--- config.mk ---
export PLATFORM = sky130hd
export DESIGN_NAME = level_controller
export DESIGN_NICKNAME = d
export VERILOG_FILES = /design/src/rtl/level_controller.sv
export SDC_FILE = /design/constraint.sdc
export NUM_CORES = 1
export LEC_CHECK = 0
export BUFFER_PORTS_ARGS = -buffer_cell sky130_fd_sc_hd__buf_2
export CAP_MARGIN = 40
export CORE_ASPECT_RATIO = 1.1
export CORE_MARGIN = 2
export CORE_UTILIZATION = 40
export DETAILED_ROUTE_END_ITERATION = 8
export GPL_ROUTABILITY_DRIVEN = 0
export SLEW_MARGIN = 40
export SYNTH_ARGS = -nofsm -noshare
export SYNTH_HDL_FRONTEND = slang
export SYNTH_SLANG_ARGS = --single-unit
--- constraint.sdc ---
create_clock -name CLK -period 2.9 [get_ports CLK]
set_clock_uncertainty 0.15 [all_clocks]
set_input_delay 0 -clock CLK [delete_from_list [all_inputs] [get_ports CLK]]
set_output_delay 0 -clock CLK [all_outputs]
set_load 0.005 [all_outputs]
--- src/rtl/level_controller.sv ---
// -----------------------------------------------------------------------------
// level_controller
// Game-flow controller for the frog/car game. Tracks the current level, the
// remaining lives and the play state. It also produces the car speed offset
// and a frog-reset pulse whenever the frog must go back to its start square.
//
// Parameters
//   MAX_LEVEL    : highest playable level (1..15)
//   SPEED_STEP   : speed_car increment per level above 1
//   START_LIVES  : lives loaded at game start (1..3)
//   PAUSE_CYCLES : clock cycles spent in the HIT and WIN pauses (>= 2)
//
// Ports
//   CLK        in   single clock, rising edge
//   RST_N      in   synchronous active-low reset
//   start      in   one-cycle start request (debounced button)
//   frog_win   in   one-cycle pulse, frog reached the goal row
//   frog_hit   in   one-cycle pulse, frog collided with a car
//   speed_car  out  [4:0] extra car speed, (level-1)*SPEED_STEP saturated at 31
//   level      out  [3:0] current level, 1..MAX_LEVEL
//   lives      out  [1:0] remaining lives
//   cars_run   out  car movement enable, high only in PLAY
//   frog_reset out  one-cycle pulse returning the frog to its start position
//   game_over  out  high while in GAME_OVER
//   state      out  [2:0] IDLE=0, PLAY=1, HIT=2, WIN=3, GAME_OVER=4
//
// Every output is registered and changes one cycle after the input that
// caused the change.
// -----------------------------------------------------------------------------
module level_controller #(
    parameter int MAX_LEVEL    = 8,
    parameter int SPEED_STEP   = 2,
    parameter int START_LIVES  = 3,
    parameter int PAUSE_CYCLES = 25000000
) (
    input  logic       CLK,
    input  logic       RST_N,
    input  logic       start,
    input  logic       frog_win,
    input  logic       frog_hit,
    output logic [4:0] speed_car,
    output logic [3:0] level,
    output logic [1:0] lives,
    output logic       cars_run,
    output logic       frog_reset,
    output logic       game_over,
    output logic [2:0] state
);

    localparam logic [2:0] ST_IDLE      = 3'd0;
    localparam logic [2:0] ST_PLAY      = 3'd1;
    localparam logic [2:0] ST_HIT       = 3'd2;
    localparam logic [2:0] ST_WIN       = 3'd3;
    localparam logic [2:0] ST_GAME_OVER = 3'd4;

    localparam logic [3:0]  MAX_LVL    = 4'(MAX_LEVEL);
    localparam logic [1:0]  INIT_LIVES = 2'(START_LIVES);
    // The pause counter is 0-based, so the final pause cycle sees this value.
    localparam logic [24:0] PAUSE_LAST = 25'(PAUSE_CYCLES - 1);

    // Car speed for a given level: product formed at 9 bits, then clamped to
    // the 5-bit output range instead of wrapping.
    function automatic logic [4:0] speed_for_level(input logic [3:0] lvl);
        logic [8:0] prod;
        prod = (9'(lvl) - 9'd1) * 9'(SPEED_STEP);
        if (prod > 9'd31) begin
            return 5'd31;
        end else begin
            return prod[4:0];
        end
    endfunction

    logic [2:0]  r_state;
    logic [3:0]  r_level;
    logic [1:0]  r_lives;
    logic [4:0]  r_speed_car;
    logic        r_cars_run;
    logic        r_frog_reset;
    logic        r_game_over;
    logic [24:0] r_pause_cnt;

    logic [2:0]  w_state_next;
    logic [3:0]  w_level_next;
    logic [1:0]  w_lives_next;
    logic [24:0] w_pause_next;
    logic        w_frog_reset_next;

    // Next-state, level, lives and pause-counter decode.
    always_comb begin
        w_state_next      = r_state;
        w_level_next      = r_level;
        w_lives_next      = r_lives;
        w_pause_next      = 25'd0;
        w_frog_reset_next = 1'b0;

        case (r_state)
            ST_IDLE, ST_GAME_OVER: begin
                if (start) begin
                    w_state_next      = ST_PLAY;
                    w_level_next      = 4'd1;
                    w_lives_next      = INIT_LIVES;
                    w_frog_reset_next = 1'b1;
                end else begin
                    w_state_next = r_state;
                end
            end
            ST_PLAY: begin
                // A hit outranks a simultaneous win; the win is dropped.
                if (frog_hit) begin
                    if (r_lives > 2'd1) begin
                        w_state_next      = ST_HIT;
                        w_lives_next      = r_lives - 2'd1;
                        w_frog_reset_next = 1'b1;
                    end else begin
                        // Last life lost: frog stays where it is.
                        w_state_next = ST_GAME_OVER;
                        w_lives_next = 2'd0;
                    end
                end else if (frog_win) begin
                    w_state_next      = ST_WIN;
                    w_frog_reset_next = 1'b1;
                    if (r_level >= MAX_LVL) begin
                        w_level_next = MAX_LVL;
                    end else begin
                        w_level_next = r_level + 4'd1;
                    end
                end else begin
                    w_state_next = ST_PLAY;
                end
            end
            ST_HIT, ST_WIN: begin
                if (r_pause_cnt == PAUSE_LAST) begin
                    w_state_next = ST_PLAY;
                    w_pause_next = 25'd0;
                end else begin
                    w_pause_next = r_pause_cnt + 25'd1;
                end
            end
            default: begin
                // Unreachable encodings recover to a fresh IDLE.
                w_state_next = ST_IDLE;
                w_level_next = 4'd1;
                w_lives_next = INIT_LIVES;
            end
        endcase
    end

    // State and registered outputs; reset overrides every input.
    always_ff @(posedge CLK) begin
        if (!RST_N) begin
            r_state      <= ST_IDLE;
            r_level      <= 4'd1;
            r_lives      <= INIT_LIVES;
            r_speed_car  <= 5'd0;
            r_cars_run   <= 1'b0;
            r_frog_reset <= 1'b0;
            r_game_over  <= 1'b0;
            r_pause_cnt  <= 25'd0;
        end else begin
            r_state      <= w_state_next;
            r_level      <= w_level_next;
            r_lives      <= w_lives_next;
            // Derived from the next level so speed moves on the same edge.
            r_speed_car  <= speed_for_level(w_level_next);
            r_cars_run   <= (w_state_next == ST_PLAY);
            r_frog_reset <= w_frog_reset_next;
            r_game_over  <= (w_state_next == ST_GAME_OVER);
            r_pause_cnt  <= w_pause_next;
        end
    end

    assign state      = r_state;
    assign level      = r_level;
    assign lives      = r_lives;
    assign speed_car  = r_speed_car;
    assign cars_run   = r_cars_run;
    assign frog_reset = r_frog_reset;
    assign game_over  = r_game_over;

endmodule
=== Word-level counts from Yosys, hierarchy flattened ===
Index checks and enable logic that the tools add are counted.

* Register bits: 42
* Bits in latches: 0
* Bits in writable memories: 0
* Memory bits (read-only): 0
* Input bits: 5
* Word-level logic and storage cells: 52
* Memories: 0

* Add/subtract/negate cells: 4
* Multipliers: 0
* Divide/modulo/power cells: 0
* Order comparisons: 3
* Equal/unequal tests: 9
* Shift operators: 0
* Muxes and demuxes: 21
* Bitwise operators: 2
* Reduce and logical (&&, ||, !) cells: 5

{| class="wikitable"
|+ Operators with widths
! kind !! count
|-
| $add 25x1->25 const B || 1
|-
| $eq 25x25->1 const B || 1
|-
| $mux 4 || 4
|-
| $mux 3 || 4
|-
| $pmux 4 s3 || 1
|-
| $gt 9x5->1 const B || 1
|-
| $pmux 3 s3 || 1
|-
| $mux 2 || 4
|-
| $eq 3x1->1 const B || 2
|-
| $eq 3x2->1 const B || 2
|-
| $eq 3x3->1 const B || 2
|-
| $pmux 2 s3 || 1
|-
| $mux 5 || 1
|-
| $sub 4x1->5 const B || 1
|-
| $add 4x1->4 const B || 1
|-
| $ge 4x4->1 const B || 1
|-
| $mux 1 || 4
|-
| $ne 2x2->1 const B || 2
|-
| $reduce_or 2->1 || 2
|-
| $logic_not 3->1 || 1
|-
| $reduce_and 3->1 || 1
|-
| $reduce_or 3->1 || 1
|-
| $gt 2x1->1 const B || 1
|-
| $not 1->1 || 2
|-
| 2 further kinds || 2
|}

=== Logic depth before layout (Yosys ltp) ===
Gate-level depths: netlist of the first run.

* Depth in word-level cells: 8
* Mapped depth: 7

=== Worst setup path after synthesis of the first run ===
Ideal clock, no wire load.

* Path type: reg-to-reg
* Start: register r_state[2] (netlist: state[2])
* End: register r_speed_car[4] (netlist: speed_car[4])
* Setup time: 0.118 ns
* Arrival time: 1.648 ns
* Slack: 0.985 ns
* Cell stages (with the launch flop): 8
* Period minus slack after synthesis: 1.915 ns
* Cell sequence: dfxtp_1 -> clkbuf_1 -> nor4b_2 -> a211o_1 -> a21boi_2 -> ha_1 -> a211o_1 -> o2111a_1

* Longest elaborated chain between the ends: 6
* Elaborated cells on any way between the ends: 11

{| class="wikitable"
|+ Ends and longest elaborated chain
! element !! RTL line !! source
|-
| start, declared || 73 || <nowiki>logic [2:0] r_state;</nowiki>
|-
| start signal, assigned || 160 || <nowiki>r_state <= w_state_next;</nowiki>
|-
| $eq 3x2->1, or another cell as far along || 96 || <nowiki>case (r_state)</nowiki>
|-
| $reduce_or 2->1 || 96 ||
|-
| $pmux 4 s3 (*) || 96 ||
|-
| $sub 4x1->5 (*) || 65 || <nowiki>prod = (9'(lvl) - 9'd1) * 9'(SPEED_STEP);</nowiki>
|-
| $gt 9x5->1 || 66 || <nowiki>if (prod > 9'd31) begin</nowiki>
|-
| $mux 5 (*) || 66 ||
|-
| end signal, assigned || 164 || <nowiki>r_speed_car <= speed_for_level(w_level_next);</nowiki>
|-
| end, declared || 76 || <nowiki>logic [4:0] r_speed_car;</nowiki>
|}

Every way passes the cells marked *; elsewhere a longest branch is shown, timed or not.
A chain may end at the register's enable or synchronous reset.

=== Worst setup path in the final report of the first run ===
* Start: register r_state[0] (netlist: state[0])
* End: register r_speed_car[2] (netlist: speed_car[2])

Same word-level chain as after synthesis.

==> results of run 1 <==
cell usage after synthesis (2+ instances only):
cell,count,area [um^2]
dfxtp_1,42,841
nor4_2,2,25.0
xor2_1,18,158
nand2_1,12,45.0
clkbuf_1,2,7.51
buf_2,2,10.0
o21ai_1,2,10.0
o21ai_0,5,25.0
nand2b_1,3,18.8
nor2_1,41,154
nor2b_1,3,18.8
nand3_1,12,60.1
buf_6,2,22.5
xnor2_1,6,52.6
a21oi_1,7,35.0
nand4_1,11,68.8
a211o_1,2,17.5
ha_1,4,50.1
inv_1,6,22.5
nor3_1,4,20.0
and3_1,6,37.5
nand3b_1,2,15.0
worst reg2reg max path, cell delays in order (launching register included):
cell	delay (ns)
dfxtp_1	0.52
nor2b_1	0.29
or3b_1	0.44
a21boi_2	0.20
ha_1	0.22
nand3_1	0.12
a21oi_1	0.17
cell families (layout without fill, tap and decap cells):
kind of cell / Yosys count / after routing / synth area share
and+or+nand+nor: 107 / 107 / 0.302
DFF: 42 / 42 / 0.442
AOI/OAI and AO/OA: 25 / 25 / 0.0862
xor gates and xnor gates: 24 / 24 / 0.111
buffers and inverters: 12 / 39 / 0.0329
adders and majority gates: 4 / 4 / 0.0263
stage by stage:
| stage | power (mW) | utilization | area [um^2] |
|---|---|---|---|
| after floorplan | 0.658 | - | 1900 |
| after global placement | 0.685 | 0.442 | 2040 |
| after detailed placement | 0.685 | 0.442 | 2040 |
| after CTS | 1.05 | 0.468 | 2160 |
| after global routing | 1.08 | 0.468 | 2160 |
| final | 1.04 | 0.468 | 2160 |
registers in the layout, indices dropped and copies added (netlist names):
| signal | cells |
|---|---|
| cars_run | 1 |
| frog_reset | 1 |
| game_over | 1 |
| level | 4 |
| lives | 2 |
| r_pause_cnt | 25 |
| speed_car | 5 |
| state | 3 |
layer usage:
layer / part of all wire / vias to the layer above
met5: 0 / -
met4: 0.013 / 0
met2: 0.46 / 26
met1: 0.48 / 690
met3: 0.046 / 6
li1: - / 796
power breakdown:
group | switching [mW] | internal, mW | total, mW
registers | 0.0104 | 0.587 | 0.598
clock network | 0.199 | 0.162 | 0.361
logic | 0.0432 | 0.0347 | 0.0779
total | 0.253 | 0.784 | 1.04
final cells by class:
cell class / instances / area share
clock buffer: 5 / 0.0318
inverter: 6 / 0.0104
timing repair buffer: 26 / 0.0706
multi-input combinational: 160 / 0.461
clock inverter: 2 / 0.00463
sequential: 42 / 0.389
tap: 56 / 0.0324
layout by cell type (no fill, tap or decap), types with 2 or more instances in the layout:
cell | Yosys | layout
dfxtp_1 | 42 | 42
nor2_1 | 41 | 41
buf_2 | 2 | 21
xor2_1 | 18 | 18
nand2_1 | 12 | 12
nand3_1 | 12 | 12
nand4_1 | 11 | 11
a21oi_1 | 7 | 7
inv_1 | 6 | 6
and3_1 | 6 | 6
xnor2_1 | 6 | 6
o21ai_0 | 5 | 5
clkbuf_8 | 0 | 5
nor3_1 | 4 | 4
ha_1 | 4 | 4
dlygate4sd3_1 | 0 | 4
nand2b_1 | 3 | 3
nor2b_1 | 3 | 3
a211o_1 | 2 | 2
nand3b_1 | 2 | 2
o21ai_1 | 2 | 2
nor4_2 | 2 | 2
clkinv_2 | 0 | 2
how the worst max path moves through the flow:
stage	startpoint	to	slack, ns	depth (start not counted)
after CTS	state[0]	speed_car[2]	0.73	6
after detailed placement	state[0]	speed_car[2]	0.74	6
after global routing	state[0]	speed_car[2]	0.55	6
final	state[0]	speed_car[2]	0.73	6
after global placement	state[0]	speed_car[2]	0.80	6
after floorplan	state[2]	speed_car[4]	0.98	7
==> results.toml, run 1 <==
[timing]
hold_viol_final = 0
period_needed_ns = 2.17
finalMaxSlewViolations = 0
period_share = 0.747
slew_headroom = 0.611
worst_pin_slew_ns = 0.579
finalSetupTns_ns = 0
fin_ws_ns = 0.733
max_freq_mhz = 461
setup_viol = 0
whs_ns = 0.0857
rsz0062_at_grt = "no"

[floorplan]
rows = 26
die_w_um = 69.7
io_pins = 22
die_h_um = 76.3
start_util = 0.411
core_area_mm2 = 0.00462
die-area_mm2 = 0.00532

[finish]
regArea_um2 = 841
fin_cells = 297
fill_cells = 483
drive_gt1_frac = 0.145
nNetsFinal = 250
antenna_cells = 0
multi_input_comb_area_um2 = 997
area_delta_synth_final_pct = 13.8

[critical_path]
startpoint_type = "flop"
cp_num_buf_inv = 0
r2r-end = "speed_car[2]"
critPathCaptureType = "flop"
crit_family = "simple AND/OR/NAND/NOR gates"
crit_arrival_ns = 2.24
critPathRequiredTime_ns = 2.98
ff2ff_setup_slack_ns = 0.73
worstPathCellList = "nor2b_1 > or3b_1 > a21boi_2 > ha_1 > nand3_1 > a21oi_1"
path_class = "reg -> reg"
r2r_cells = 6
critical-path-max-stage-delay_ns = 0.52
reg2reg_from = "state[0]"
crit_fanout = 13
cpMaxStageDelayCell = "dfxtp_1"

[clock_network]
cts_resized = 0
path_clk_slew_ns = 0.08
ctsLongestPathBuffers = 2
insertion_delay_ns = 0.29
cts_tree = "done"
cts_sinks = 42
cts_root_buf = "clkbuf_8"
hold_buffers = 4
ctsHtreeMaxLevel = 2
cts_made_buffers = 5
cts_setup_buffers = 0

[route]
route.detailed.drc = 0
drt_pass1_iterations = 4
ant_nets = 0
avgViaCountPerCell = 5.11
drt_iter0_drc = 53
wire_per_inst_um = 12.1
vias = 1518
wirelength_um = 3590

[synthesis]
synth_seq_area_share = 0.442
synth-edff-count = 0
synth_warnings = 0
synth_nets = 223
async_reset_ff_frac = 0
syn_avg_cell_area_um2 = 8.88
synth_area_mm2 = 0.00190
synth-main-ff-cell = "dfxtp_1"
ys_types = 42
postSynthCellCount = 214
ys_seq_elements = 42

[pwr]
pwr_density_cell_mw_per_mm2 = 479
leakage_nw = 0.807
ir_worst_vdd_mv = 0.264

[placed_design]
preCtsSetupSlack_ns = 0.742
dp_cells = 286
dp_hpwl_um = 2560
port_buffers = 21

[min_path]
min_path_cells = 5
hold_start = "frog_win"
whs_endpoint = "state[1]"
min_path_type = "in -> reg"

[global_routing]
grt_pass1_vias = 1435
met2_usage = 0.236
globalRouteMet3Util = 0.0450
grt_overflow = 0
grt.met1_usage = 0.178
grt_pass1_wl_um = 6310
grt_busiest_layer = "met2"
antenna_found_initial = 0
gr-usage-all-layers = 0.144
grt_max_degree = 26

[status]
status = "finished, final reports clean"

[flow_run]
cap_viol_max_count = 0
No activity file was read; power rests on OpenSTA's default activity.
==> run 2: changes to the inputs <==
Settings changed: ABC_AREA set to 1.
Clock period 2.9 ns to 1.81 ns, I/O delays scaled along.
==> run 2 against run 1 <==
  * Combinational power up 72%
  * Design area increased by 18%
  * Core utilization up 1.0 points
  * Non-clock buffer count increased by 3
  * Flip-flop and latch count did not move
==> results.toml, run 2 <==
[status]
status = "finished, final reports clean"

[pwr]
ir_worst_vdd_mv = 0.309
leakage_nw = 1.04
pwr_density_cell_mw_per_mm2 = 680

[synthesis]
synth_warnings = 0
synthXorXnorAreaFrac = 0.0281
syn_avg_cell_area_um2 = 6.69
yosysTopAreaCellShare = 0.385
synth_area_mm2 = 0.00218
synth_nets = 335
synthTopCellsByArea = "dfxtp_1 39%, nand2_1 16%, inv_1 8.8%"
synth_seq_area_share = 0.385
synth_top_area_cell = "dfxtp_1"
synth-edff-count = 0
ys_seq_elements = 42
muxShareOfSynthArea = 0
synth_common_cells = "91 x nand2_1, 51 x inv_1, 48 x nor2_1"
ys_types = 26
synth_top_family_by_area = "simple AND/OR/NAND/NOR gates"
async_reset_ff_frac = 0
synthAdderAreaFrac = 0.0229
synth-main-ff-cell = "dfxtp_1"
synth_most_common_cell = "nand2_1"
postSynthCellCount = 326
synthSimpleGateAreaFrac = 0.398
synth_compound_area_frac = 0.0642

[finish]
multi_input_comb_area_mm2 = 0.00115
regArea_um2 = 842
drive_gt1_frac = 0.150
final_util = 0.478
largest_reg_flops = 25
final_common_cell = "nand2_1"
layout_common_cells = "91 x nand2_1, 51 x inv_1, 47 x nor2_1"
final_cell_area_mm2 = 0.00255
antenna_cells = 0
fill_cells = 570
regMostFlops = "r_pause_cnt"
nNetsFinal = 369
area_delta_synth_final_pct = 16.7

[clock_network]
path_clk_slew_ns = 0.09
ctsHtreeMaxLevel = 2
cts_made_buffers = 5
cts_setup_buffers = 0
cts_root_buf = "clkbuf_8"
ctsLongestPathBuffers = 2
insertion_delay_ns = 0.30
cts_sinks = 42
cts_tree = "done"

[global_routing]
met2_usage = 0.321
grt_busiest_layer = "met2"
gr-usage-all-layers = 0.173
grt_pass1_wl_um = 8110
grt.met1_usage = 0.195
grt_overflow = 0
antenna_found_initial = 0
grt_pass1_vias = 1907
globalRouteMet3Util = 0.0356
grt_max_degree = 26

[placed_design]
port_buffers = 21
dp_hpwl_um = 3740
postPlaceCellArea_mm2 = 0.00239

[route]
vias = 2022
route.detailed.drc = 0
avgViaCountPerCell = 4.64
drt_pass1_iterations = 5
ant_nets = 0
wirelength_um = 4960
wire_per_inst_um = 11.4
drt_iter0_drc = 123

[timing]
setup_viol = 0
period_share = 0.921
rsz0062_at_grt = "no"
slew_headroom = 0.758
period_needed_ns = 1.67
max_freq_mhz = 600
worst_pin_slew_ns = 0.360
hold_viol_final = 0
finalSetupTns_ns = 0
finalMaxSlewViolations = 0

[critical_path]
worstSetupStartpoint = "level[1]"
critPathRequiredTime_ns = 1.91
reg2reg_from = "level[1]"
ff2ff_setup_slack_ns = 0.14
crit_arrival_ns = 1.77
crit_fanout = 4
startpoint_type = "flop"
critPathCaptureType = "flop"
path_class = "reg -> reg"

[flow_run]
cap_viol_max_count = 0

[min_path]
hold_start = "frog_win"
min_path_type = "in -> reg"

[floorplan]
die_h_um = 81.5
start_util = 0.410
core_area_mm2 = 0.00533
die_w_um = 74.4
rows = 28
io_pins = 22
die-area_mm2 = 0.00606
-- run 2: cell types whose count changed after synthesis, moves of 7 or more --
cell / before / now
a21oi_1: 7 / 20
xor2_1: 18 / 3
inv_1: 6 / 51
nand3_1: 12 / 21
nand2_1: 12 / 91
nor2_1: 41 / 48
-- run 2: stage by stage --
stage / total power [mW] / instances / hold WS, ns / worst slack (ns)
floorplan: 1.05 / 326 / -0.0610 / 0.154
global placement: 1.10 / 424 / 0.120 / 0.0832
detailed placement: 1.10 / 424 / 0.113 / 0.0768
CTS: 1.74 / 435 / 0.0483 / 0.0456
global route: 1.81 / 436 / 0.118 / 0.0107
finish: 1.73 / 436 / 0.0697 / 0.144
-- run 2: report_power, final --
part           total (mW)  switching, mW  internal [mW]
clock               0.645          0.359          0.286
sequential          0.954         0.0109          0.943
combinational       0.134         0.0817         0.0521
total                1.73          0.451           1.28
-- run 2: area by class of cell --
class                           instances  share of cell area
Clock inverter                          3              0.0108
Inverter                               52              0.0766
Tap cell                               75              0.0368
Clock buffer                            5              0.0270
Multi-Input combinational cell        230               0.450
Sequential cell                        42               0.331
Timing Repair Buffer                   29              0.0678
-- run 2: what timing repair did --
action / CTS / global route
hold endpoints to repair: 7 / 0
resized for setup: 0 / 7
hold buffers: 3 / 0
endpoints found under the setup margin: 0 / 6
-- run 2: layer usage --
layer,vias up,routed length (um)
met5,-,0
met4,0,75
met3,7,218
met2,40,2490
met1,888,2180
li1,1087,-
-- run 2: worst paths after layout --
| kind | cells after the start | endpoint |
|---|---|---|
| max | 10 | speed_car[4] |
| max reg2reg | 10 | speed_car[4] |
| min reg2reg | 1 | r_pause_cnt[0] |
| min | 6 | speed_car[3] |
-- run 2: critical path, stage by stage, from the launching register on --
cell,delay (ns)
dfxtp_1,0.36
inv_1,0.07
ha_1,0.26
nand2_1,0.06
nand2_1,0.05
nand3_1,0.07
nand2_1,0.07
inv_1,0.08
ha_2,0.20
nand3_2,0.12
nand3_1,0.11
-- run 2: logic make-up after synthesis --
logic type      after synthesis
compound gates               27
xor+xnor                      7
fa+ha+maj                     4
buf+inv                      55
flops                        42
simple gates                191
